**config.mk**
```make
export PLATFORM = sky130hd
export DESIGN_NAME = fifo_set_assoc_cache_flat
export DESIGN_NICKNAME = d
export VERILOG_FILES = /design/src/rtl/fifo_set_assoc_cache_if.sv /design/src/rtl/fifo_set_assoc_cache.sv /design/src/flat_wrapper.sv
export SDC_FILE = /design/constraint.sdc
export NUM_CORES = 2
export LEC_CHECK = 0
export ABC_CLOCK_PERIOD_IN_PS = 16900
export CAP_MARGIN = 20
export CORE_UTILIZATION = 56
export DETAILED_ROUTE_END_ITERATION = 16
export PLACE_DENSITY_LB_ADDON = 0.25
export SYNTH_ARGS = -nofsm -noshare
export SYNTH_HDL_FRONTEND = slang
export SYNTH_SLANG_ARGS = --single-unit
```
**constraint.sdc**
```tcl
create_clock -name clk -period 16.9 [get_ports clk]
set_input_delay 5.07 -clock clk [delete_from_list [all_inputs] [get_ports clk]]
set_output_delay 5.07 -clock clk [all_outputs]
set_load 0.01 [all_outputs]
```
**src/rtl/fifo_set_assoc_cache_if.sv**
```systemverilog
// Request/response bundle between the MEM stage, the data cache and the backing main memory.
// The master side is the pipeline plus the memory; the slave side is the cache itself.
interface fifo_set_assoc_cache_if #(
  parameter int LINE_ADDR_LEN = 3,
  parameter int SET_ADDR_LEN  = 2,
  parameter int TAG_ADDR_LEN  = 8
);
  localparam int LINE_SIZE = 1 << LINE_ADDR_LEN;

  logic [31:0]                          addr;
  logic                                 rd_req;
  logic                                 wr_req;
  logic [31:0]                          wr_data;
  logic [31:0]                          rd_data;
  logic                                 miss;
  logic                                 mem_rd_req;
  logic                                 mem_wr_req;
  logic [TAG_ADDR_LEN+SET_ADDR_LEN-1:0] mem_addr;
  logic [32*LINE_SIZE-1:0]              mem_wr_line;
  logic [32*LINE_SIZE-1:0]              mem_rd_line;
  logic                                 mem_gnt;

  modport master (
    output addr, rd_req, wr_req, wr_data, mem_rd_line, mem_gnt,
    input  rd_data, miss, mem_rd_req, mem_wr_req, mem_addr, mem_wr_line
  );

  modport slave (
    input  addr, rd_req, wr_req, wr_data, mem_rd_line, mem_gnt,
    output rd_data, miss, mem_rd_req, mem_wr_req, mem_addr, mem_wr_line
  );
endinterface

```
**src/rtl/fifo_set_assoc_cache.sv**
```systemverilog
// Set-associative write-back / write-allocate data cache with per-set FIFO replacement,
// placed at the MEM/WB boundary; misses stall the pipeline while a line is swapped.
module fifo_set_assoc_cache #(
  parameter int LINE_ADDR_LEN = 3,
  parameter int SET_ADDR_LEN  = 2,
  parameter int TAG_ADDR_LEN  = 8,
  parameter int WAY_CNT       = 2
) (
  input  logic                   clk,
  input  logic                   rst,
  fifo_set_assoc_cache_if.slave  bus
);
  localparam int LINE_SIZE = 1 << LINE_ADDR_LEN;
  localparam int SET_SIZE  = 1 << SET_ADDR_LEN;
  localparam int WAY_W     = (WAY_CNT > 1) ? $clog2(WAY_CNT) : 1;
  localparam int LINE_W    = 32 * LINE_SIZE;
  localparam int ADDR_HI   = 2 + LINE_ADDR_LEN + SET_ADDR_LEN + TAG_ADDR_LEN;

  typedef enum logic [1:0] {IDLE, SWAP_OUT, SWAP_IN, SWAP_IN_OK} state_t;
  state_t state;

  logic [31:0]             data_mem  [SET_SIZE][WAY_CNT][LINE_SIZE];
  logic [TAG_ADDR_LEN-1:0] tag_mem   [SET_SIZE][WAY_CNT];
  logic                    valid_mem [SET_SIZE][WAY_CNT];
  logic                    dirty_mem [SET_SIZE][WAY_CNT];
  logic [WAY_W-1:0]        fifo_ptr  [SET_SIZE];

  logic [LINE_ADDR_LEN-1:0] req_word;
  logic [SET_ADDR_LEN-1:0]  req_set;
  logic [TAG_ADDR_LEN-1:0]  req_tag;
  logic                     req_any;
  logic                     hit;
  logic [WAY_W-1:0]         hit_way;
  logic [WAY_W-1:0]         victim_way;
  logic [LINE_W-1:0]        victim_line;
  logic                     unused_addr_bits;

  // Miss context captured when leaving IDLE, so a dropped request still completes its fill
  logic [TAG_ADDR_LEN-1:0]  miss_tag_p1;
  logic [SET_ADDR_LEN-1:0]  miss_set_p1;
  logic [WAY_W-1:0]         victim_p1;
  logic [LINE_W-1:0]        fill_line_p1;

  function automatic logic [WAY_W-1:0] ptr_next(input logic [WAY_W-1:0] p);
    return (p == WAY_W'(WAY_CNT - 1)) ? '0 : p + 1'b1;
  endfunction

  assign req_word = bus.addr[2 +: LINE_ADDR_LEN];
  assign req_set  = bus.addr[2 + LINE_ADDR_LEN +: SET_ADDR_LEN];
  assign req_tag  = bus.addr[2 + LINE_ADDR_LEN + SET_ADDR_LEN +: TAG_ADDR_LEN];
  assign req_any  = bus.rd_req | bus.wr_req;
  assign unused_addr_bits = ^{bus.addr[31:ADDR_HI], bus.addr[1:0]};

  always_comb begin
    hit     = 1'b0;
    hit_way = '0;
    for (int w = 0; w < WAY_CNT; w++) begin
      if (valid_mem[req_set][w] && (tag_mem[req_set][w] == req_tag)) begin
        hit     = 1'b1;
        hit_way = WAY_W'(w);
      end
    end
  end

  assign victim_way = fifo_ptr[req_set];

  always_comb begin
    victim_line = '0;
    for (int i = 0; i < LINE_SIZE; i++)
      victim_line[32*i +: 32] = data_mem[req_set][victim_way][i];
  end

  assign bus.miss = req_any & ((state != IDLE) | ~hit);

  // Control: FSM, line status bits, replacement pointers and registered outputs
  always_ff @(posedge clk or posedge rst) begin
    if (rst) begin
      state           <= IDLE;
      bus.rd_data     <= '0;
      bus.mem_rd_req  <= 1'b0;
      bus.mem_wr_req  <= 1'b0;
      bus.mem_addr    <= '0;
      bus.mem_wr_line <= '0;
      for (int s = 0; s < SET_SIZE; s++) begin
        fifo_ptr[s] <= '0;
        for (int w = 0; w < WAY_CNT; w++) begin
          valid_mem[s][w] <= 1'b0;
          dirty_mem[s][w] <= 1'b0;
        end
      end
    end else begin
      case (state)
        IDLE: begin
          if (req_any && hit) begin
            if (bus.wr_req) dirty_mem[req_set][hit_way] <= 1'b1;
            else            bus.rd_data <= data_mem[req_set][hit_way][req_word];
          end else if (req_any) begin
            if (valid_mem[req_set][victim_way] && dirty_mem[req_set][victim_way]) begin
              state           <= SWAP_OUT;
              bus.mem_wr_req  <= 1'b1;
              bus.mem_addr    <= {tag_mem[req_set][victim_way], req_set};
              bus.mem_wr_line <= victim_line;
            end else begin
              state          <= SWAP_IN;
              bus.mem_rd_req <= 1'b1;
              bus.mem_addr   <= {req_tag, req_set};
            end
          end
        end
        SWAP_OUT: begin
          if (bus.mem_gnt) begin
            state          <= SWAP_IN;
            bus.mem_wr_req <= 1'b0;
            bus.mem_rd_req <= 1'b1;
            bus.mem_addr   <= {miss_tag_p1, miss_set_p1};
          end
        end
        SWAP_IN: begin
          if (bus.mem_gnt) begin
            state          <= SWAP_IN_OK;
            bus.mem_rd_req <= 1'b0;
          end
        end
        SWAP_IN_OK: begin
          state                              <= IDLE;
          valid_mem[miss_set_p1][victim_p1]  <= 1'b1;
          dirty_mem[miss_set_p1][victim_p1]  <= 1'b0;
          fifo_ptr[miss_set_p1]              <= ptr_next(fifo_ptr[miss_set_p1]);
        end
        default: state <= IDLE;
      endcase
    end
  end

  // Data: line storage, tags and miss context carry no reset
  always_ff @(posedge clk) begin
    case (state)
      IDLE: begin
        if (req_any && hit && bus.wr_req)
          data_mem[req_set][hit_way][req_word] <= bus.wr_data;
        if (req_any && !hit) begin
          miss_tag_p1 <= req_tag;
          miss_set_p1 <= req_set;
          victim_p1   <= victim_way;
        end
      end
      SWAP_IN: begin
        if (bus.mem_gnt) fill_line_p1 <= bus.mem_rd_line;
      end
      SWAP_IN_OK: begin
        tag_mem[miss_set_p1][victim_p1] <= miss_tag_p1;
        for (int i = 0; i < LINE_SIZE; i++)
          data_mem[miss_set_p1][victim_p1][i] <= fill_line_p1[32*i +: 32];
      end
      default: ;
    endcase
  end
endmodule
```
**src/flat_wrapper.sv**
```systemverilog
// flat-port wrapper written by rule: the top's interface ports become plain ports
module fifo_set_assoc_cache_flat 
#(
  parameter int LINE_ADDR_LEN = 3,
  parameter int SET_ADDR_LEN  = 2,
  parameter int TAG_ADDR_LEN  = 8,
  parameter int WAY_CNT       = 2
)
  (clk, rst, bus_addr, bus_rd_req, bus_wr_req, bus_wr_data, bus_mem_rd_line, bus_mem_gnt, bus_rd_data, bus_miss, bus_mem_rd_req, bus_mem_wr_req, bus_mem_addr, bus_mem_wr_line);
  fifo_set_assoc_cache_if #(.LINE_ADDR_LEN(LINE_ADDR_LEN), .SET_ADDR_LEN(SET_ADDR_LEN), .TAG_ADDR_LEN(TAG_ADDR_LEN)) bus_i ();
  input  logic clk;
  input  logic rst;
  input wire logic [$bits(bus_i.addr)-1:0] bus_addr;
  input wire logic [$bits(bus_i.rd_req)-1:0] bus_rd_req;
  input wire logic [$bits(bus_i.wr_req)-1:0] bus_wr_req;
  input wire logic [$bits(bus_i.wr_data)-1:0] bus_wr_data;
  input wire logic [$bits(bus_i.mem_rd_line)-1:0] bus_mem_rd_line;
  input wire logic [$bits(bus_i.mem_gnt)-1:0] bus_mem_gnt;
  output wire logic [$bits(bus_i.rd_data)-1:0] bus_rd_data;
  output wire logic [$bits(bus_i.miss)-1:0] bus_miss;
  output wire logic [$bits(bus_i.mem_rd_req)-1:0] bus_mem_rd_req;
  output wire logic [$bits(bus_i.mem_wr_req)-1:0] bus_mem_wr_req;
  output wire logic [$bits(bus_i.mem_addr)-1:0] bus_mem_addr;
  output wire logic [$bits(bus_i.mem_wr_line)-1:0] bus_mem_wr_line;
  assign bus_i.addr = bus_addr;
  assign bus_i.rd_req = bus_rd_req;
  assign bus_i.wr_req = bus_wr_req;
  assign bus_i.wr_data = bus_wr_data;
  assign bus_i.mem_rd_line = bus_mem_rd_line;
  assign bus_i.mem_gnt = bus_mem_gnt;
  assign bus_rd_data = bus_i.rd_data;
  assign bus_miss = bus_i.miss;
  assign bus_mem_rd_req = bus_i.mem_rd_req;
  assign bus_mem_wr_req = bus_i.mem_wr_req;
  assign bus_mem_addr = bus_i.mem_addr;
  assign bus_mem_wr_line = bus_i.mem_wr_line;
  fifo_set_assoc_cache #(.LINE_ADDR_LEN(LINE_ADDR_LEN), .SET_ADDR_LEN(SET_ADDR_LEN), .TAG_ADDR_LEN(TAG_ADDR_LEN), .WAY_CNT(WAY_CNT)) u_core (.clk(clk), .rst(rst), .bus(bus_i));
endmodule
```
# Word-level counts from Yosys, hierarchy flattened
# Memory sizes are Yosys's and may differ from the RTL's.
# Cells that the tools add are included.
[word_totals]
reg_bits = 589
ram_bits = 2112
in_bits = 325
output_inout_bits = 301
wordCells = 7375
n_memories = 2
[memory_table]
columns = ["memory", "depth", "width", "rd", "rd_ports_with_merged_regs", "wr", "line", "source"]
rows = [
  ["u_core.data_mem", 4, 512, 1, 0, 1, "fifo_set_assoc_cache.sv:22", "logic [31:0] data_mem [SET_SIZE][WAY_CNT][LINE_SIZE];"],
  ["u_core.tag_mem", 4, 16, 1, 0, 1, "fifo_set_assoc_cache.sv:23", "logic [TAG_ADDR_LEN-1:0] tag_mem [SET_SIZE][WAY_CNT];"],
]
[classes]
n_addsub = 1
magnitude_cmp = 11
eq_ne = 13
n_mux = 3691
bitwise = 3600
reduce_logical = 27
[op_table]
columns = ["cell", "n"]
rows = [
  ["512-bit 2-to-1 mux", 11],
  ["1-bit 2-to-1 mux", 3612],
  ["1-bit bitwise OR", 3586],
  ["256-bit demux with 1-bit select", 9],
  ["256-bit 2-to-1 mux", 8],
  ["512-bit OR reduction", 1],
  ["224-bit 2-to-1 mux", 1],
  ["192-bit 2-to-1 mux", 1],
  ["160-bit 2-to-1 mux", 1],
  ["128-bit 2-to-1 mux", 1],
  ["32-bit 2-to-1 mux", 4],
  ["32-bit binary-select mux with 3-bit select", 1],
  ["32-bit demux with 3-bit select", 1],
  ["96-bit 2-to-1 mux", 1],
  ["64-bit 2-to-1 mux", 1],
  ["8-bit 2-to-1 mux", 6],
  ["10-bit 2-to-1 mux", 4],
  ["2-bit 2-to-1 mux", 12],
  ["10-bit case mux with 2 select lines", 1],
  ["8-bit equality test", 2],
  ["16-bit 2-to-1 mux", 1],
  ["8-bit bitwise OR", 2],
  ["8-bit case mux with 2 select lines", 1],
  ["4-bit AND reduction", 3],
  ["other kinds (37)", 72],
]

# Logic depth before layout (Yosys ltp)
[logic_depth]
word_depth = 17
depth_mapped = 14
ltp_nobuf = 8

# Least setup slack after synthesis
# Ideal clock, no wire load.
[synth_timing]
kind = "input-to-output"
start = "input bus_addr[5]"
end = "output bus_miss"
arrival_ns = 6.753
required_time_ns = 11.830
path_slack_ns = 5.077
stages = 7
n_path_buf = 2
cell_sequence = "buf_6 -> buf_2 -> mux4_2 -> xnor2_1 -> nand3_1 -> o31ai_4 -> a21oi_1"
[synth_between]
elab_chain_cells = 10
elab_cells_between_ends = 14
cone_classes = "eq/ne: 2; mux: 5; bitwise: 4; reduce/logical: 2; memory: 1"
[synth_rtl]
columns = ["element", "line", "source"]
rows = [
  ["start, declared", "flat_wrapper.sv:13", "input wire logic [$bits(bus_i.addr)-1:0] bus_addr;"],
  ["parallel branches: the longest is 6 deep, another holds memory 4 x 16 bit", "-", ""],
  ["1-bit 2-to-1 mux *", "fifo_set_assoc_cache.sv:58", "if (valid_mem[req_set][w] && (tag_mem[req_set][w] == req_tag)) begin"],
  ["1-bit inverter *", "fifo_set_assoc_cache.sv:73", "assign bus.miss = req_any & ((state != IDLE) | ~hit);"],
  ["1-bit bitwise OR *", "fifo_set_assoc_cache.sv:73", ""],
  ["1-bit AND *", "fifo_set_assoc_cache.sv:73", ""],
  ["end, declared", "flat_wrapper.sv:20", "output wire logic [$bits(bus_i.miss)-1:0] bus_miss;"],
]
# Every way passes the cells marked *. The select of a mux whose other input is x is not followed.

# Worst setup path in the final report
# Ends and elaborated chain as after synthesis.

==> flow_summary.html <==
<table>
<tr><th>Metric</th><th>Value</th></tr>
<tr><th colspan="2">Worst setup path</th></tr>
<tr><td>Launch point of the worst reg-to-reg path</td><td>u_core.tag_mem[3][3]</td></tr>
<tr><td>Crit path required time</td><td>11.83 ns</td></tr>
<tr><td>Worst path max stage delay</td><td>0.80 ns</td></tr>
<tr><td>Capturing element of the worst setup path</td><td>bus_miss</td></tr>
<tr><td>Buffering stage count on the worst path with inverters included</td><td>3</td></tr>
<tr><td>Cell depth of the worst flop-to-flop path</td><td>11</td></tr>
<tr><td>Critical path launch point type</td><td>input pin</td></tr>
<tr><td>Worst Path Arrival</td><td>around 8.6 ns</td></tr>
<tr><td>List of cells traversed by the critical path</td><td>buf_8 -&gt; buf_4 -&gt; mux4_2 -&gt; and2_1 -&gt; nand3_4 -&gt; o31ai_4 -&gt; a21oi_1 -&gt; clkdlybuf4s50_1</td></tr>
<tr><td>Critical path's top delay family</td><td>buffers and inverters</td></tr>
<tr><td>Critical R2R Capture</td><td>u_core.bus.rd_data[0]</td></tr>
<tr><td>Maximum fanout encountered on the critical timing path</td><td>66</td></tr>
<tr><td>Worst path slowest cell</td><td>buf_4</td></tr>
<tr><td>Worst setup path start</td><td>bus_addr[5]</td></tr>
<tr><td>Worst reg2reg setup slack</td><td>11.05 ns</td></tr>
<tr><td>Critical Setup Path Class</td><td>input pin to output pin</td></tr>
<tr><td>Levels on crit path</td><td>8</td></tr>
<tr><td>Type of destination of the critical path</td><td>output pin</td></tr>
<tr><th colspan="2">Floorplan</th></tr>
<tr><td>Die X</td><td>around 440 um</td></tr>
<tr><td>Placeable core region</td><td>191,000 sq um</td></tr>
<tr><td>Die Height</td><td>between 400 and 500 um</td></tr>
<tr><td>Area enclosed by the die boundary</td><td>195,000 sq um</td></tr>
<tr><td>Number of top-level pins</td><td>roughly 630</td></tr>
<tr><td>Site row count</td><td>160</td></tr>
<tr><td>Starting density of the core</td><td>56.65%</td></tr>
<tr><th colspan="2">Hold path</th></tr>
<tr><td>Min-Delay Path Class</td><td>flip-flop to flip-flop</td></tr>
<tr><td>Cell depth of the worst hold path</td><td>1</td></tr>
<tr><td>Worst Hold Launch</td><td>u_core.valid_mem[7]</td></tr>
<tr><th colspan="2">STA</th></tr>
<tr><td>Final setup violation count</td><td>0</td></tr>
<tr><td>Max Clock Freq</td><td>73.35 MHz</td></tr>
<tr><td>Setup repair after global routing missed its margin</td><td>no</td></tr>
<tr><td>Hold Slack</td><td>0.4664 ns</td></tr>
<tr><td>Final critical-path share of the clock period</td><td>80.67%</td></tr>
<tr><td>Final Hold Vio Count</td><td>0</td></tr>
<tr><td>Least-Margin Pin Slew</td><td>1.268 ns</td></tr>
<tr><td>Clock tree skew after final layout</td><td>approximately 0.067 ns</td></tr>
<tr><td>Final critical delay including setup and external delays</td><td>between 10 and 15 ns</td></tr>
<tr><td>Setup_tns</td><td>0 ns</td></tr>
<tr><td>Worst slew margin relative to its limit</td><td>15.43%</td></tr>
<tr><td>Max-slew violation count</td><td>0</td></tr>
<tr><th colspan="2">Clocking</th></tr>
<tr><td>Clock-pin transition on the worst setup and hold timing paths</td><td>around 0.06 ns</td></tr>
<tr><td>Clock Latency Late Sink</td><td>0.94 ns</td></tr>
<tr><td>CTS-repair resized insts</td><td>0</td></tr>
<tr><td>TritonCTS sink count</td><td>2,701</td></tr>
<tr><td>CTS tree</td><td>yes</td></tr>
<tr><td>Cts bufs inserted</td><td>287</td></tr>
<tr><td>CTS H-Tree Depth</td><td>5</td></tr>
<tr><td>Number of buffers inserted for hold repair after clock tree synthesis</td><td>0</td></tr>
<tr><td>Post-CTS Repair Setup Buffers</td><td>0</td></tr>
<tr><td>Clock Tree Buf Depth</td><td>4</td></tr>
<tr><td>Clock root buffer</td><td>clkbuf_16</td></tr>
<tr><th colspan="2">Routing</th></tr>
<tr><td>M1 wire length</td><td>between 100,000 and 150,000 um</td></tr>
<tr><td>DRT antenna net count</td><td>0</td></tr>
<tr><td>Routed length per placed instance</td><td>38.02 um</td></tr>
<tr><td>Vias/cell</td><td>slightly below 7</td></tr>
<tr><td>Highest routed metal layer</td><td>met5</td></tr>
<tr><td>Routed wire length</td><td>350,900 um</td></tr>
<tr><td>Met2 routed WL</td><td>157,600 um</td></tr>
<tr><td>Initial DRC Count</td><td>10.08k</td></tr>
<tr><td>Routed length on met3</td><td>49,050 um</td></tr>
<tr><td>Via total after detailed routing</td><td>63.02k</td></tr>
<tr><td>DRC violations left</td><td>0</td></tr>
<tr><td>Number of detailed-route iterations in the first pass</td><td>8</td></tr>
<tr><th colspan="2">Power</th></tr>
<tr><td>Pleak</td><td>~45 nW</td></tr>
<tr><td>Total power consumption of the routed design</td><td>21.00 mW</td></tr>
<tr><td>Max VDD drop</td><td>0.1308 mV</td></tr>
<tr><td>Total power per unit cell area</td><td>165.8 nW/um^2</td></tr>
<tr><th colspan="2">Final layout</th></tr>
<tr><td>Net count of the finished layout</td><td>a little under 7k</td></tr>
<tr><td>Finished layout cell area</td><td>~130,000 sq um</td></tr>
<tr><td>Area overhead of the layout relative to synthesis</td><td>17.11%</td></tr>
<tr><td>Area of all sequential standard cells</td><td>roughly 79,000 sq um</td></tr>
<tr><td>Layout cell share with drive strength beyond 1</td><td>between 15 and 20%</td></tr>
<tr><td>Most common cell after layout, fill and taps aside</td><td>edfxtp_1</td></tr>
<tr><td>Non-filler cells, final</td><td>9,229</td></tr>
<tr><td>Area of the multi-input gates</td><td>27,590 sq um</td></tr>
<tr><td>Layout fillers</td><td>12.66k</td></tr>
<tr><td>Most frequent cells in the layout</td><td>2,379 x edfxtp_1, 603 x clkdlybuf4s50_1, 551 x mux4_2, 451 x mux2i_1, 322 x dfrtp_1</td></tr>
<tr><th colspan="2">Global route</th></tr>
<tr><td>Remaining global-route overflow</td><td>0</td></tr>
<tr><td>Pin count of the biggest net entering global routing</td><td>roughly 190</td></tr>
<tr><td>Initial antenna violation count</td><td>31</td></tr>
<tr><td>Vias in the first global route</td><td>roughly 60k</td></tr>
<tr><td>Wire length of the first global-routing pass</td><td>474,000 um</td></tr>
<tr><td>Total GRT Usage</td><td>between 30% and 40%</td></tr>
<tr><th colspan="2">Synthesis</th></tr>
<tr><td>Synthesized area per cell</td><td>18.76 sq um</td></tr>
<tr><td>Top_reg_cell synth</td><td>edfxtp_1</td></tr>
<tr><td>Share of synthesized area occupied by flip-flops and latches</td><td>73.48%</td></tr>
<tr><td>Async set-or-reset flop fraction in the synthesized netlist</td><td>11.92%</td></tr>
<tr><td>Synth Register Bits</td><td>about 2.7k</td></tr>
<tr><td>Synth Cell Area</td><td>108,200 sq um</td></tr>
<tr><td>EDFF count, synth</td><td>2,379</td></tr>
<tr><td>Net Count, Synth</td><td>a little over 6k</td></tr>
<tr><td>Cells after Synth</td><td>5,767</td></tr>
<tr><td>Number of warnings printed during yosys synthesis</td><td>0</td></tr>
<tr><td>Number of unique standard cell types used by synthesis</td><td>63</td></tr>
<tr><th colspan="2">Place</th></tr>
<tr><td>Final weighted congestion in routability-driven placement</td><td>0.9412</td></tr>
<tr><td>Cell count after placement</td><td>8,710</td></tr>
<tr><td>Port buffer count</td><td>606</td></tr>
<tr><td>DP Wirelength</td><td>225,400 um</td></tr>
<tr><td>Area after detailed placement</td><td>117,800 sq um</td></tr>
<tr><th colspan="2">Job</th></tr>
<tr><td>Reported max-cap violation count</td><td>0</td></tr>
<tr><th colspan="2">Run status</th></tr>
<tr><td>Status</td><td>complete, no violations</td></tr>
</table>
per-layer routing:
metal,up-vias,global-route usage (%)
met5,-,0
met4,8,23.89
met3,923,10.88
met2,5026,52.82
met1,32376,46.78
li1,24684,-
registers in the layout (all words and copies together), names as in the netlist:
| register | count |
|---|---|
| u_core.data_mem | 2048 |
| u_core.bus.mem_wr_line | 256 |
| u_core.fill_line_p1 | 256 |
| u_core.tag_mem | 64 |
| u_core.bus.rd_data | 32 |
| u_core.bus.mem_addr | 10 |
| u_core.dirty_mem | 8 |
| u_core.miss_tag_p1 | 8 |
| u_core.valid_mem | 8 |
| u_core.fifo_ptr | 4 |
| u_core.miss_set_p1 | 2 |
| u_core.state | 2 |
| u_core.bus.mem_rd_req | 1 |
| u_core.bus.mem_wr_req | 1 |
| u_core.victim_p1 | 1 |
cell type report:
cell class                 instances  area share [%]
inverter                          17         0.05629
tap                             2511           2.480
antenna                           20         0.03950
clock inverter                   100          0.5728
clock buffer                     398           6.373
timing repair buffer             789           5.957
multi-input combinational       2693           21.78
sequential                      2701           62.74
how the worst min path moves through the flow:
stage / endpoint / slack, ns
global placement: u_core.valid_mem[4] / 0.44
global route: u_core.valid_mem[3] / 0.48
finish: u_core.valid_mem[7] / 0.47
CTS: u_core.valid_mem[7] / 0.47
detailed placement: u_core.valid_mem[3] / 0.45
floorplan: u_core.valid_mem[2] / 0.43
cells by family (layout without fill, tap and decap cells):
group	count (synthesis)	after routing	synth area share (%)
flip-flops	2701	2701	73.48
multiplexers	1029	1029	15.94
AO/OA/AOI/OAI	1013	1013	6.140
AND/OR/NAND/NOR	627	627	2.597
buffers and inverters	373	1304	1.638
XOR/XNOR	20	20	0.1619
adder cells (fa/ha/maj)	4	4	0.04626
other	0	20	0
through the flow:
step	setup WS [ns]	utilization, %
2_1_floorplan	2.917	-
6_report	3.266	66.34
4_1_cts	3.295	66.31
5_1_grt	3.098	66.32
3_5_place_dp	3.297	61.70
3_3_place_gp	3.249	61.69
cell usage after synthesis, types with 7 or more instances:
library cell / instances / area, sq um
buf_4: 53 / 397.9
and2_1: 9 / 56.30
o21ai_0: 60 / 300.3
nor4_1: 13 / 81.33
mux2_2: 24 / 270.3
o21a_1: 226 / 1697
a32oi_1: 7 / 61.31
nand2_1: 92 / 345.3
dfrtp_1: 322 / 8058
nand2b_1: 53 / 331.6
edfxtp_1: 2379 / 71440
mux4_2: 552 / 12430
inv_1: 16 / 60.06
nor3_1: 27 / 135.1
nand3_1: 25 / 125.1
nor2_1: 346 / 1299
clkbuf_1: 168 / 630.6
a21oi_1: 306 / 1531
buf_2: 108 / 540.5
mux2i_1: 451 / 4514
a21o_1: 288 / 2162
a211oi_1: 7 / 52.55
buf_1: 22 / 82.58
xnor2_1: 18 / 157.7
o22ai_1: 79 / 494.2
nor2b_1: 38 / 237.7
power breakdown:
| part | internal [mW] | switching [mW] | total, mW |
|---|---|---|---|
| registers | 8.95 | 0.472 | 9.42 |
| logic | 1.88 | 3.71 | 5.58 |
| clock network | 3.48 | 2.52 | 6.00 |
No activity file was read; power rests on OpenSTA's default activity.
